===== config.mk =====
export PLATFORM = sky130hd
export DESIGN_NAME = param_ram_clr_flat
export DESIGN_NICKNAME = d
export VERILOG_FILES = /design/src/rtl/param_ram_clr_pkg.sv /design/src/rtl/param_ram_clr_if.sv /design/src/rtl/param_ram_clr_core.sv /design/src/rtl/param_ram_clr.sv /design/src/flat_wrapper.sv
export SDC_FILE = /design/constraint.sdc
export NUM_CORES = 1
export LEC_CHECK = 0
export BUFFER_PORTS_ARGS = -buffer_cell sky130_fd_sc_hd__buf_4
export CORE_ASPECT_RATIO = 0.75
export CORE_MARGIN = 2
export CORE_UTILIZATION = 50
export CTS_BUF_LIST = sky130_fd_sc_hd__clkbuf_16
export DETAILED_ROUTE_END_ITERATION = 10
export PLACE_DENSITY = 0.75
export SYNTH_ARGS = -nofsm -noshare
export SYNTH_HDL_FRONTEND = slang
export SYNTH_SLANG_ARGS = --single-unit

===== constraint.sdc =====
create_clock -name clk -period 4.1 [get_ports clk]
set_clock_uncertainty 0.05 [all_clocks]
set_input_delay 0.615 -clock clk [delete_from_list [all_inputs] [get_ports clk]]
set_output_delay 0.615 -clock clk [all_outputs]
set_load 0.02 [all_outputs]

===== src/rtl/param_ram_clr_pkg.sv =====
// ram_pkg: types and constants shared by the clearable RAM slice.
//   state_t          : sweep controller states (IDLE, CLEAR)
//   RDW_READ_OLD     : same-address read during write returns the old word
//   RDW_WRITE_FIRST  : same-address read during write returns the merged new word
//   lanes()          : number of byte lanes for a given word width
package ram_pkg;

  typedef enum logic {
    IDLE  = 1'b0,
    CLEAR = 1'b1
  } state_t;

  localparam int RDW_READ_OLD    = 0;
  localparam int RDW_WRITE_FIRST = 1;

  function automatic int lanes(input int data_w);
    return data_w / 8;
  endfunction

endpackage


===== src/rtl/param_ram_clr_if.sv =====
// param_ram_clr_if: request/response bundle of the clearable RAM.
//   master : drives clr_req, wr_en, rd_en, addr, din, be; observes results
//   slave  : the RAM side; returns dout, rd_valid, busy, clr_done
interface param_ram_clr_if #(
  parameter int DATA_W = 8,
  parameter int ADDR_W = 6
);

  logic                  clr_req;
  logic                  wr_en;
  logic                  rd_en;
  logic [ADDR_W-1:0]     addr;
  logic [DATA_W-1:0]     din;
  logic [DATA_W/8-1:0]   be;
  logic [DATA_W-1:0]     dout;
  logic                  rd_valid;
  logic                  busy;
  logic                  clr_done;

  modport master (
    output clr_req, wr_en, rd_en, addr, din, be,
    input  dout, rd_valid, busy, clr_done
  );

  modport slave (
    input  clr_req, wr_en, rd_en, addr, din, be,
    output dout, rd_valid, busy, clr_done
  );

endinterface


===== src/rtl/param_ram_clr_core.sv =====
// ram_core: byte-lane-writable storage with a registered read port.
//   clk, reset : clock and synchronous active-high reset (clears only rd_data)
//   wr_en, wr_addr, wr_data, wr_be : write port, wr_be[k] gates byte lane k
//   rd_en, rd_addr                 : read request, data appears after one edge
//   rd_data                        : registered read word, holds between reads
// Each byte lane is its own array so every lane maps onto a plain
// single-write-port memory.
module ram_core
  import ram_pkg::*;
#(
  parameter int DATA_W   = 8,
  parameter int ADDR_W   = 6,
  parameter int RDW_MODE = RDW_READ_OLD
) (
  input  logic                     clk,
  input  logic                     reset,
  input  logic                     wr_en,
  input  logic [ADDR_W-1:0]        wr_addr,
  input  logic [DATA_W-1:0]        wr_data,
  input  logic [lanes(DATA_W)-1:0] wr_be,
  input  logic                     rd_en,
  input  logic [ADDR_W-1:0]        rd_addr,
  output logic [DATA_W-1:0]        rd_data
);

  localparam int LANES = lanes(DATA_W);
  localparam int DEPTH = 1 << ADDR_W;

  logic same_addr;
  assign same_addr = wr_en && rd_en && (wr_addr == rd_addr);

  generate
    for (genvar gi = 0; gi < LANES; gi++) begin : g_lane
      logic [7:0] mem [DEPTH];
      logic [7:0] q_reg;

      always_ff @(posedge clk) begin
        if (wr_en && wr_be[gi]) begin
          mem[wr_addr] <= wr_data[8*gi +: 8];
        end
      end

      // Write-first forwards the incoming byte only for lanes actually
      // being written; untouched lanes still return stored content.
      always_ff @(posedge clk) begin
        if (reset) begin
          q_reg <= '0;
        end else if (rd_en) begin
          if (RDW_MODE == RDW_WRITE_FIRST && same_addr && wr_be[gi]) begin
            q_reg <= wr_data[8*gi +: 8];
          end else begin
            q_reg <= mem[rd_addr];
          end
        end
      end

      assign rd_data[8*gi +: 8] = q_reg;
    end
  endgenerate

endmodule


===== src/rtl/param_ram_clr.sv =====
// param_ram_clr: RAM with byte-lane writes, 1-cycle registered reads and a
// hardware clear sweep that zeroes every word, one per cycle, ascending.
//   clk   : clock, rising edge
//   reset : synchronous active-high; also launches a clear sweep
//   bus   : slave side of param_ram_clr_if (clr_req, wr_en, rd_en, addr,
//           din, be in; dout, rd_valid, busy, clr_done out)
// While a sweep runs the user strobes are ignored and the sweep owns the
// write port; reads are blocked so dout holds and rd_valid stays low.
module param_ram_clr
  import ram_pkg::*;
#(
  parameter int DATA_W   = 8,
  parameter int ADDR_W   = 6,
  parameter int RDW_MODE = RDW_READ_OLD
) (
  input  logic            clk,
  input  logic            reset,
  param_ram_clr_if.slave  bus
);

  localparam int                LANES     = lanes(DATA_W);
  localparam logic [ADDR_W-1:0] LAST_ADDR = '1;
  localparam logic [ADDR_W-1:0] PREV_ADDR = LAST_ADDR - 1'b1;

  state_t            state_reg;
  logic [ADDR_W-1:0] count_reg;
  logic              clr_done_reg;
  logic              rd_valid_reg;

  logic              sweeping;
  logic              core_wr_en;
  logic [ADDR_W-1:0] core_wr_addr;
  logic [DATA_W-1:0] core_wr_data;
  logic [LANES-1:0]  core_wr_be;
  logic              core_rd_en;
  logic [DATA_W-1:0] core_rd_data;

  assign sweeping = (state_reg == CLEAR);

  // Port muxing: the sweep takes the write port with all lanes enabled.
  assign core_wr_en   = !reset && (sweeping || bus.wr_en);
  assign core_wr_addr = sweeping ? count_reg : bus.addr;
  assign core_wr_data = sweeping ? '0 : bus.din;
  assign core_wr_be   = sweeping ? '1 : bus.be;
  assign core_rd_en   = !reset && !sweeping && bus.rd_en;

  always_ff @(posedge clk) begin
    if (reset) begin
      state_reg    <= CLEAR;
      count_reg    <= '0;
      clr_done_reg <= 1'b0;
      rd_valid_reg <= 1'b0;
    end else begin
      rd_valid_reg <= core_rd_en;
      clr_done_reg <= 1'b0;
      case (state_reg)
        IDLE: begin
          if (bus.clr_req) begin
            state_reg <= CLEAR;
          end
        end
        CLEAR: begin
          if (count_reg == LAST_ADDR) begin
            count_reg <= '0;
            state_reg <= IDLE;
          end else begin
            count_reg <= count_reg + 1'b1;
          end
          // Raised one edge early so the pulse lines up with the cycle
          // that carries the final write.
          if (count_reg == PREV_ADDR) begin
            clr_done_reg <= 1'b1;
          end
        end
        default: state_reg <= CLEAR;
      endcase
    end
  end

  ram_core #(
    .DATA_W   (DATA_W),
    .ADDR_W   (ADDR_W),
    .RDW_MODE (RDW_MODE)
  ) u_core (
    .clk     (clk),
    .reset   (reset),
    .wr_en   (core_wr_en),
    .wr_addr (core_wr_addr),
    .wr_data (core_wr_data),
    .wr_be   (core_wr_be),
    .rd_en   (core_rd_en),
    .rd_addr (bus.addr),
    .rd_data (core_rd_data)
  );

  assign bus.dout     = core_rd_data;
  assign bus.rd_valid = rd_valid_reg;
  assign bus.busy     = sweeping;
  assign bus.clr_done = clr_done_reg;

endmodule

===== src/flat_wrapper.sv =====
// flat-port wrapper written by rule: the top's interface ports become plain ports
module param_ram_clr_flat import ram_pkg::*;
#(
  parameter int DATA_W   = 8,
  parameter int ADDR_W   = 6,
  parameter int RDW_MODE = RDW_READ_OLD
)
  (clk, reset, bus_clr_req, bus_wr_en, bus_rd_en, bus_addr, bus_din, bus_be, bus_dout, bus_rd_valid, bus_busy, bus_clr_done);
  param_ram_clr_if #(.DATA_W(DATA_W), .ADDR_W(ADDR_W)) bus_i ();
  input  logic clk;
  input  logic reset;
  input wire logic [$bits(bus_i.clr_req)-1:0] bus_clr_req;
  input wire logic [$bits(bus_i.wr_en)-1:0] bus_wr_en;
  input wire logic [$bits(bus_i.rd_en)-1:0] bus_rd_en;
  input wire logic [$bits(bus_i.addr)-1:0] bus_addr;
  input wire logic [$bits(bus_i.din)-1:0] bus_din;
  input wire logic [$bits(bus_i.be)-1:0] bus_be;
  output wire logic [$bits(bus_i.dout)-1:0] bus_dout;
  output wire logic [$bits(bus_i.rd_valid)-1:0] bus_rd_valid;
  output wire logic [$bits(bus_i.busy)-1:0] bus_busy;
  output wire logic [$bits(bus_i.clr_done)-1:0] bus_clr_done;
  assign bus_i.clr_req = bus_clr_req;
  assign bus_i.wr_en = bus_wr_en;
  assign bus_i.rd_en = bus_rd_en;
  assign bus_i.addr = bus_addr;
  assign bus_i.din = bus_din;
  assign bus_i.be = bus_be;
  assign bus_dout = bus_i.dout;
  assign bus_rd_valid = bus_i.rd_valid;
  assign bus_busy = bus_i.busy;
  assign bus_clr_done = bus_i.clr_done;
  param_ram_clr #(.DATA_W(DATA_W), .ADDR_W(ADDR_W), .RDW_MODE(RDW_MODE)) u_core (.clk(clk), .reset(reset), .bus(bus_i));
endmodule

# == Yosys cells after proc, flatten, opt, wreduce, memory -nomap -nowiden ==
# Memories as Yosys holds them, arrays and structs flattened. A register that Yosys moved wholly into a read port is not among the register bits.
# Index checks and enable logic that the tools add are counted.
# word_totals
ff_bits,9
latchBits,0
ram_bits,512
romBits,0
mem_count,1
# op_classes
add_sub_neg,1
multipliers,0
div,0
n_lt_le_gt_ge,0
eq_ne,2
shift,0
mux,10
n_bitwise,1
n_reduce_logical,8
# memory_table
name,words,width,rd,rd_ports_with_merged_regs,write_ports,line_no,rtl
u_core.u_core.g_lane[0].mem,64,8,1,1,1,param_ram_clr_core.sv:34,logic [7:0] mem [DEPTH];
# op_table
operator,count
$eq 6x6->1 const B,2
$mux 6,2
$mux 8,1
$add 6x1->6 const B,1
$mux 1,6
$logic_and 1x1->1,4
$logic_not 1->1,2
$pmux 1 s2,1
$reduce_or 2->1,1
$logic_or 1x1->1,1
$not 1->1,1

# == Longest topological paths before layout ==
# Gate-level depths: netlist of the first run.
# depth
depth_word,5
mapped_depth,9

# == By module ==
# Synthesis of the first run repeated with hierarchy kept, for this count alone.
# unflattened
hier_cells,1095
area_unflattened_um2,20693.6
# by_module_without_submodules
mod,instances,cells_per_inst,area_each_um2,seq_area_each_um2
ram_core,1,1034,20168.1,15534.9
param_ram_clr,1,61,525.5,180.2

# == Worst setup path after synthesis of the first run ==
# No wires, ideal clock.
# synth_timing
kind,register to register
from,register u_core.state_reg (netlist: u_core.bus.busy)
to,memory u_core.u_core.g_lane[0].mem[0][2] (data pin)
setup_time_ns,0.514
arrival_time_ns,2.620
required_ns,3.536
slack_ns,0.915
path_stages_with_launch,5
cell_sequence,dfxtp_1 -> clkbuf_1 -> clkbuf_1 -> clkbuf_1 -> nor2b_1
# synth_via
elab_chain_len,1
# synth_rtl
element,line_no,rtl
from (decl),param_ram_clr.sv:25,state_t state_reg;
from (signal assigned),param_ram_clr.sv:49,state_reg <= CLEAR;
from (signal assigned),param_ram_clr.sv:59,state_reg <= CLEAR;
from (signal assigned),param_ram_clr.sv:65,state_reg <= IDLE;
$mux 8,param_ram_clr.sv:43,assign core_wr_data = sweeping ? '0 : bus.din;
named net u_core.core_wr_data[2],param_ram_clr.sv:33,logic [DATA_W-1:0] core_wr_data;
to (decl),param_ram_clr_core.sv:34,
# The timed path passes the listed nets, and every way through them passes these cells.

# == Worst setup path after layout of the first run ==
# layout_timing
from,register u_core.state_reg (netlist: u_core.bus.busy)
to,memory u_core.u_core.g_lane[0].mem[44][2] (enable)
# layout_via
elab_chain_len,5
elab_cells_between_ends,7
cone_classes,4 x mux; 3 x reduce/logical
# layout_rtl
element,line_no,rtl
$logic_or 1x1->1,param_ram_clr.sv:41,assign core_wr_en = !reset && (sweeping || bus.wr_en);
$logic_and 1x1->1,param_ram_clr.sv:41,
$logic_and 1x1->1,param_ram_clr_core.sv:38,if (wr_en && wr_be[gi]) begin
$mux 1,param_ram_clr_core.sv:38,
$mux 1 (not written as such),param_ram_clr_core.sv:39,mem[wr_addr] <= wr_data[8*gi +: 8];
# Several ways; a longest one is shown, not always the timed one.

==> results of run 1 <==
metrics by stage:
step	cells	util [%]	worst slack (ps)	hold WS, ps
floorplan	1022	-	915	449
global placement	1605	53.3	792	456
detailed placement	1605	53.3	795	468
CTS	1688	56.7	1020	256
global route	1688	56.7	814	275
finish	1688	56.7	930	261
worst max path at each step:
stage	startpoint	endpoint	cells past startpoint
global placement	bus_addr[0]	u_core.u_core.rd_data[2]	7
CTS	u_core.bus.busy	u_core.u_core.g_lane[0].mem[4][2]	5
floorplan	u_core.bus.busy	u_core.u_core.g_lane[0].mem[0][2]	4
detailed placement	bus_addr[0]	u_core.u_core.rd_data[2]	7
finish	u_core.bus.busy	u_core.u_core.g_lane[0].mem[44][2]	5
global route	u_core.bus.busy	u_core.u_core.g_lane[0].mem[4][2]	5
power by group through the flow:
| stage | clock [mW] | sequential [mW] | combinational, mW |
|---|---|---|---|
| 2_1_floorplan | 0 | 5.98 | 0.308 |
| 3_3_place_gp | 0 | 5.98 | 0.412 |
| 3_5_place_dp | 0 | 5.98 | 0.416 |
| 4_1_cts | 4.15 | 5.86 | 0.419 |
| 5_1_grt | 4.36 | 5.86 | 0.443 |
| 6_report | 4.11 | 5.86 | 0.417 |
cell usage in the layout (no fill, tap or decap), types with 15 or more instances in the layout:
cell type | synthesis | routed
edfxtp_1 | 512 | 512
mux4_2 | 126 | 126
nor2_1 | 81 | 81
buf_4 | 8 | 73
clkbuf_16 | 0 | 49
mux2i_1 | 39 | 39
nand2_1 | 37 | 37
dfxtp_1 | 17 | 16
nand3_1 | 15 | 15
cell type report:
class                      count  area share (%)
clock buffer                  49            5.27
clock inverter                34           0.769
inverter                       5          0.0807
multi-input combinational    433            20.7
sequential                   529            67.6
tap                          561            3.02
timing repair buffer          77            2.63
logic make-up after synthesis:
logic type / share of synthesized area (%)
AOI/OAI and AO/OA: 3.20
DFF: 75.3
adders and majority gates: 0.120
and+or+nand+nor: 3.41
buffers and inverters: 1.90
muxes: 15.9
xor gates and xnor gates: 0.126
synthesized netlist by cell type (2+ instances only):
master	count	area, um2
o211ai_2	5	62.6
o21ai_0	8	40.0
nand2b_1	5	31.3
nand2_1	37	139
buf_6	9	101
buf_2	19	95.1
and3_1	2	12.5
o211ai_1	5	37.5
o22a_1	4	35.0
o221ai_1	7	61.3
mux4_2	126	2840
clkbuf_1	16	60.1
o22ai_1	8	50.1
mux4_1	2	52.6
xor2_1	2	17.5
ha_1	2	25.0
a21oi_1	10	50.1
nand3_1	15	75.1
buf_4	8	60.1
nor3_1	4	20.0
dfxtp_1	17	340
mux2i_1	39	390
edfxtp_1	512	15400
inv_1	5	18.8
nor2_1	81	304
a22oi_1	12	90.1
a32oi_1	6	52.6
o21ai_1	14	70.1
buf_12	3	60.1
mux2_2	3	33.8
nor2b_1	15	93.8
o21a_1	7	52.6
routing by layer:
layer | up-vias | GRT usage [%]
li1 | 4343 | -
met1 | 5500 | 32.6
met2 | 481 | 33.0
met3 | 61 | 4.80
met4 | 0 | 4.80
met5 | - | 0
tightest hold or removal path: cells and delay by family:
family	cells	cell delay, ps
AOI/OAI and AO/OA	1	70
and+or+nand+nor	1	60
buffers and inverters	1	100
==> impl_metrics.json, run 1 <==
{
  "dr_wl_met2_um": 21700,
  "cts_resized": 0,
  "syn-cell-area_um2": 20900,
  "final-setup-viol-count": 0,
  "cts.sinks": 529,
  "drt-met1-wl_um": 19500,
  "vias_per_cell": 6.15,
  "syn_inst": 1022,
  "post-route-drc-count": 0,
  "switching_share_pct": 20.6,
  "yosys_register_bits": 529,
  "seq_power_share_pct": 56.4,
  "min-delay-start": "bus_clr_req",
  "overflow": 0,
  "antenna_found_initial": 0,
  "synth_cell_type_count": 46,
  "cp_cell_sequence": "buf_4 -> a32oi_1 -> nor2_1 -> nand2_1 -> nor2_1",
  "insertion_delay_ps": 570,
  "ys_warn_count": 0,
  "p_switching_mw": 2.14,
  "setup.worst_path.end_class": "flop",
  "crit_path_max_fanout": 35,
  "crit_buf_inv": 1,
  "synth_ff_type": "edfxtp_1",
  "finalMaxSlewViolations": 0,
  "hp-class": "in -> reg",
  "seq_area_um2": 15700,
  "fillCellCount": 3041,
  "first_pass_iters": 7,
  "slowest_delay_ps": 870,
  "crit_arrival_ps": 3310,
  "p_per_area_nw_per_um2": 447,
  "num_rows": 64,
  "dieArea_um2": 43400,
  "drt-total-wl_um": 46100,
  "rrSetupSlack_ps": 930,
  "fp.dieW_um": 240,
  "routed.top_layer": "met4",
  "cts.clk_slew.worst_paths_ps": 70,
  "yosysSeqAreaShare_pct": 75.3,
  "grt_max_degree": 70,
  "p_clk_share_pct": 39.6,
  "timing.final.crit_share_pct": 77.3,
  "rsz0062_at_grt": "no",
  "hold_viol": 0,
  "irDropWorstVdd_v": 0.000288,
  "power_mw": 10.4,
  "fmax_mhz": 315,
  "postCtsSetupBuffers": 0,
  "dr_wl_met3_um": 4160,
  "grt.total_usage_pct": 21.7,
  "tns_ps": 0,
  "initial_utilization_pct": 50.9,
  "reg2reg_depth": 5,
  "core-area_um2": 41000,
  "grt_pass1_vias": 10500,
  "gp_congestion": 0.849,
  "cp_top_family": "simple AND/OR/NAND/NOR gates",
  "io_buffers": 30,
  "final_antenna_net_count": 0,
  "cap_violations": 0,
  "drive_gt1_share_pct": 25.2,
  "htreeDepth": 2,
  "via_count": 10400,
  "cp-start-kind": "flop",
  "area_growth_pct": 11.5,
  "async_flop_share_pct": 0,
  "crit_type": "reg -> reg",
  "numCtsBuffers": 47,
  "leakagePower_nw": 7.54,
  "relSlewSlack_pct": 11.1,
  "cts_tree": "built",
  "synth_fp_nets": 1044,
  "clock_path_buffers": 3,
  "r2r_start": "u_core.bus.busy",
  "dp_hpwl_um": 27800,
  "clockRootBuffer": "clkbuf_16",
  "stdcell_area_um2": 23300,
  "worstReg2RegEnd": "u_core.u_core.g_lane[0].mem[44][2]",
  "die_y_um": 181,
  "initialDrtViolationCount": 1382,
  "boundaryPins": 31,
  "internal_power_mw": 8.25,
  "required_ps": 4240,
  "syn_area_per_cell_um2": 20.4,
  "layout_min_cycle_time_ps": 3170,
  "crit_slowest_cell": "dfxtp_2",
  "whs_path_depth": 3,
  "crit_top_cell": "nor2_1",
  "worstHoldEndpoint": "u_core.bus.busy",
  "wl_per_cell_um": 27.3,
  "outcome": "finished, final reports clean",
  "tightest_slew_ps": 1330,
  "p_comb_share_pct": 4.0,
  "antennaDiodeCount": 0,
  "multi_input_area_um2": 4810,
  "hold_buffers": 0,
  "largest_reg_flops": 512,
  "synth-edff-count": 512,
  "nNetsFinal": 1115,
  "postPlaceCellArea_um2": 21900,
  "grt_first_pass_wirelength_um": 68700
}
Power figures use the tool's default switching activity.
==> run 2: changes to the inputs <==
==> constraint.sdc (replaced) <==
create_clock -name clk -period 3 [get_ports clk]
set_clock_uncertainty 0.05 [all_clocks]
set_input_delay 0.45 -clock clk [delete_from_list [all_inputs] [get_ports clk]]
set_output_delay 0.45 -clock clk [all_outputs]
set_load 0.02 [all_outputs]
==> run 2 against run 1 <==
  * Highest routed layer is now met5
  * Combinational power up 44%
  * Sequential share of layout area down 1.4 points
  * Global-route usage about the same
==> impl_metrics.json, run 2 (synthesis results as in run 1) <==
{
  "layout_commonest_cell": "edfxtp_1",
  "clock_path_buffers": 3,
  "overflow": 0,
  "initial_utilization_pct": 50.9,
  "largest_reg_flops": 512,
  "wl_per_cell_um": 26.5,
  "antennaDiodeCount": 0,
  "drive_gt1_share_pct": 28.2,
  "grt_first_pass_wirelength_um": 68400,
  "layout_min_cycle_time_ps": 2470,
  "fillCellCount": 3033,
  "reg2reg_depth": 7,
  "cts.clk_slew.worst_paths_ps": 60,
  "hold_buffers": 0,
  "crit_type": "reg -> reg",
  "numCtsBuffers": 48,
  "whs_path_depth": 3,
  "vias_per_cell": 6.11,
  "dieArea_um2": 43400,
  "finalMaxSlewViolations": 0,
  "crit_arrival_ps": 2700,
  "setup.worst_path.end_class": "flop",
  "hold_viol": 0,
  "cts_resized": 0,
  "fin_util_pct": 57.9,
  "gp_congestion": 0.963,
  "final_antenna_net_count": 0,
  "timing.final.crit_share_pct": 82.2,
  "grt_pass1_vias": 10600,
  "dp_hpwl_um": 28400,
  "grt_max_degree": 65,
  "htreeDepth": 2,
  "cap_violations": 0,
  "tightest_slew_ps": 915,
  "postPlaceCellArea_um2": 22300,
  "core-area_um2": 41000,
  "cp-start-kind": "flop",
  "layout_common_cells": "512 x edfxtp_1, 126 x mux4_2, 126 x buf_4, 81 x nor2_1, 49 x clkbuf_16",
  "first_pass_iters": 7,
  "boundaryPins": 31,
  "grt.total_usage_pct": 21.7,
  "fp.dieW_um": 240,
  "crit_path_max_fanout": 16,
  "num_rows": 64,
  "antenna_found_initial": 1,
  "fmax_mhz": 405,
  "initialDrtViolationCount": 1339,
  "power_mw": 14.4,
  "required_ps": 3240,
  "cts.sinks": 529,
  "nNetsFinal": 1170,
  "cts_tree": "built",
  "drt-total-wl_um": 46400,
  "io_buffers": 30,
  "outcome": "finished, final reports clean",
  "post-route-drc-count": 0,
  "tns_ps": 0,
  "insertion_delay_ps": 580,
  "rsz0062_at_grt": "no",
  "irDropWorstVdd_v": 0.000478,
  "postCtsSetupBuffers": 0,
  "final-setup-viol-count": 0,
  "leakagePower_nw": 7.87,
  "area_growth_pct": 13.9,
  "stdcell_area_um2": 23700,
  "hp-class": "in -> reg",
  "whs_ps": 97.3,
  "p_per_area_nw_per_um2": 608,
  "via_count": 10700,
  "die_y_um": 181,
  "seq_area_um2": 15700,
  "multi_input_area_um2": 4810,
  "relSlewSlack_pct": 38.8,
  "clockRootBuffer": "clkbuf_16"
}
run 2: changes by cell type in the layout (fill, tap and decap cells not counted):
cell,change
clkinv_2,-5
clkinv_1,+4
bufinv_16,+2
clkinvlp_4,-2
inv_6,+2
buf_4,+53
buf_12,+1
inv_1,+5
run 2: where the power goes:
| group | internal (mW) | switching, mW | total (mW) |
|---|---|---|---|
| Clock | 3.21 | 2.60 | 5.81 |
| Combinational | 0.266 | 0.336 | 0.602 |
| Sequential | 8.00 | 0.0137 | 8.01 |
| Total | 11.5 | 2.95 | 14.4 |
run 2: path summary, 6_finish.rpt:
path / end / slack [ps] / start
min reg2reg: u_core.count_reg[1] / 480 / u_core.count_reg[1]
max: u_core.u_core.g_lane[0].mem[26][0] / 530 / u_core.bus.busy
max reg2reg: u_core.u_core.g_lane[0].mem[26][0] / 530 / u_core.bus.busy
min: u_core.bus.busy / 100 / bus_clr_req
run 2: per-stage QoR:
step	cells	setup slack, ps
final	1748	534
after global routing	1748	408
after CTS	1748	588
after detailed placement	1659	256
after global placement	1659	290
after floorplan	1022	-185
run 2: area by class of cell:
class | instances | share of cell area [%]
clock buffer | 49 | 5.16
multi-input combinational | 433 | 20.2
clock inverter | 40 | 1.05
inverter | 5 | 0.0790
sequential | 529 | 66.2
tap | 561 | 2.96
timing repair buffer | 131 | 4.33
run 2: layer usage:
layer	vias to the layer above	global-route usage, %	part of all wire, %
met1	5614	33.2	43
met2	511	31.7	46
met5	-	0	0.028
li1	4465	-	-
met3	86	4.54	8.9
met4	2	6.53	2.7
run 2: worst max-delay path, cell delays in order (launching register included):
cell and delay [ps]:
dfxtp_2 500, buf_4 380, nand2_1 200, o32ai_1 210
nand2_1 160, buf_4 200, nor2_1 250, buf_4 230
==> run 3: changes to the inputs <==
==> constraint.sdc (replaced) <==
create_clock -name clk -period 2.4 [get_ports clk]
set_clock_uncertainty 0.05 [all_clocks]
set_input_delay 0.36 -clock clk [delete_from_list [all_inputs] [get_ports clk]]
set_output_delay 0.36 -clock clk [all_outputs]
set_load 0.02 [all_outputs]
==> run 3 against run 2 <==
  * Cell count up 2.1%
  * Fmax up 7.1%
  * Sequential share of layout area down 1.3 points
  * Via count grew 0.73%
  * Critical path depth decreased by 1
  * Global-route usage grew 0.11 points
  * Wire length is 1.3% higher
  * Critical endpoint is now u_core.u_core.g_lane[0].mem[31][4]
  * Largest power group unchanged
==> impl_metrics.json, run 3 (synthesis results as in run 1) <==
{
  "outcome": "finished, final reports clean",
  "nNetsFinal": 1206,
  "drt-total-wl_um": 47000,
  "use_met2_pct": 32.2,
  "min-delay-start": "reset",
  "postCtsSetupBuffers": 0,
  "rsz0062_at_grt": "no",
  "leakagePower_nw": 8.11,
  "num_rows": 64,
  "antenna_found_initial": 2,
  "io_buffers": 30,
  "largest_reg_flops": 512,
  "rrSetupSlack_ps": 100,
  "numCtsBuffers": 48,
  "relSlewSlack_pct": 14.4,
  "clockRootBuffer": "clkbuf_16",
  "p_per_area_nw_per_um2": 756,
  "cts_tree": "built",
  "area_growth_pct": 16.2,
  "cp-start-kind": "flop",
  "insertion_delay_ps": 580,
  "die_y_um": 181,
  "seq_area_um2": 15700,
  "final_antenna_net_count": 0,
  "fp.dieW_um": 240,
  "hold_viol": 0,
  "initialDrtViolationCount": 1198,
  "grt.total_usage_pct": 21.8,
  "fmax_mhz": 434,
  "worstHoldEndpoint": "u_core.count_reg[5]",
  "layout_min_cycle_time_ps": 2300,
  "overflow": 0,
  "crit_type": "reg -> reg",
  "multi_input_area_um2": 4820,
  "grt_first_pass_wirelength_um": 68700,
  "wl_per_cell_um": 26.3,
  "cap_violations": 0,
  "grt_pass1_vias": 10700,
  "initial_utilization_pct": 50.9,
  "whs_path_depth": 2,
  "boundaryPins": 31,
  "layout_common_cells": "512 x edfxtp_1, 147 x buf_4, 126 x mux4_2, 81 x nor2_1, 49 x clkbuf_16",
  "irDropWorstVdd_v": 0.000952,
  "first_pass_iters": 5,
  "htreeDepth": 2,
  "gp_congestion": 0.909,
  "worstReg2RegEnd": "u_core.u_core.g_lane[0].mem[31][4]",
  "fillCellCount": 2948,
  "tns_ps": 0,
  "met1_usage_pct": 32.2,
  "tightest_slew_ps": 1280,
  "gr-usage-met3_pct": 5.84,
  "power_mw": 18.3,
  "crit_path_max_fanout": 26,
  "cts.clk_slew.worst_paths_ps": 70,
  "cts.sinks": 529,
  "drive_gt1_share_pct": 30.5,
  "post-route-drc-count": 0,
  "via_count": 10800,
  "fin_util_pct": 59.1,
  "whs_ps": 38.9,
  "finalMaxSlewViolations": 0,
  "hp-class": "in -> reg",
  "layout.cells.non_filler": 1785,
  "grt_max_degree": 65,
  "vias_per_cell": 6.03,
  "dp_hpwl_um": 29500,
  "crit_arrival_ps": 2550,
  "core-area_um2": 41000,
  "dieArea_um2": 43400,
  "timing.final.crit_share_pct": 96.0,
  "dp.cells": 1692,
  "clock_path_buffers": 3,
  "busiest_layer": "met1",
  "layout_commonest_cell": "edfxtp_1",
  "required_ps": 2640,
  "reg2reg_depth": 6,
  "final-setup-viol-count": 0,
  "setup.worst_path.end_class": "flop",
  "r2r_start": "u_core.bus.busy"
}
==> run 3: cell count changes in the layout (fill, tap and decap cells not counted) <==
cell,delta
buf_12,+12
clkinvlp_4,+1
nor2b_2,+2
dfxtp_4,+1
bufinv_16,+2
inv_1,-4
buf_4,+21
dfxtp_2,-1
diode_2,+2
dlygate4sd3_1,+1
==> run 3: how the worst max path moves through the flow <==
| stage | startpoint | endpoint | slack, ps | cells after the start |
|---|---|---|---|---|
| 2_1_floorplan | u_core.bus.busy | u_core.u_core.g_lane[0].mem[0][0] | -760 | 4 |
| 3_3_place_gp | bus_addr[0] | u_core.u_core.rd_data[1] | 50 | 7 |
| 3_5_place_dp | bus_addr[1] | u_core.u_core.g_lane[0].mem[31][0] | 10 | 7 |
| 4_1_cts | u_core.bus.busy | u_core.u_core.g_lane[0].mem[10][5] | 30 | 3 |
| 5_1_grt | u_core.bus.busy | u_core.u_core.g_lane[0].mem[31][4] | 60 | 6 |
| 6_report | u_core.bus.busy | u_core.u_core.g_lane[0].mem[31][4] | 100 | 6 |
==> run 3: critical path: stages (launching register included) <==
cell,delay (ps)
dfxtp_4,440
nor2b_1,200
nand3_1,90
a21oi_1,290
nand2_1,400
nor2_1,330
buf_4,200
==> run 3: what timing repair did <==
item	4_1_cts	5_1_grt
endpoints found under the setup margin	0	68
hold endpoints to repair	1	0
resized for setup	0	1
hold buffers	1	0
==> run 3: area by class of cell <==
| class | instances | share of cell area, % |
|---|---|---|
| well taps | 561 | 2.90 |
| clock buffers | 49 | 5.06 |
| inverters | 5 | 0.0774 |
| repair buffers | 165 | 5.93 |
| clock inverters | 39 | 1.25 |
| multi-input cells | 435 | 19.9 |
| flip-flops and latches | 529 | 64.9 |
| diodes | 2 | 0.0207 |
==> run 3: report_power, final <==
group / total, mW / internal (mW) / switching [mW]
Clock: 7.48 / 4.23 / 3.25
Combinational: 0.823 / 0.389 / 0.433
Sequential: 10.0 / 10.0 / 0.0164
Total: 18.3 / 14.6 / 3.70
==> run 3: per-layer routing <==
layer	routed length, um	up-vias
met5	0	-
li1	-	4546
met3	4830	84
met4	1180	0
met1	19300	5582
met2	21600	544
==> run 3: per-stage QoR <==
stage / area (um2) / setup WS (ps)
final: 24200 / 96.4
after global routing: 24200 / 56.6
after CTS: 24200 / 33.1
after detailed placement: 22700 / 10.7
after global placement: 22700 / 47.1
after floorplan: 20900 / -757
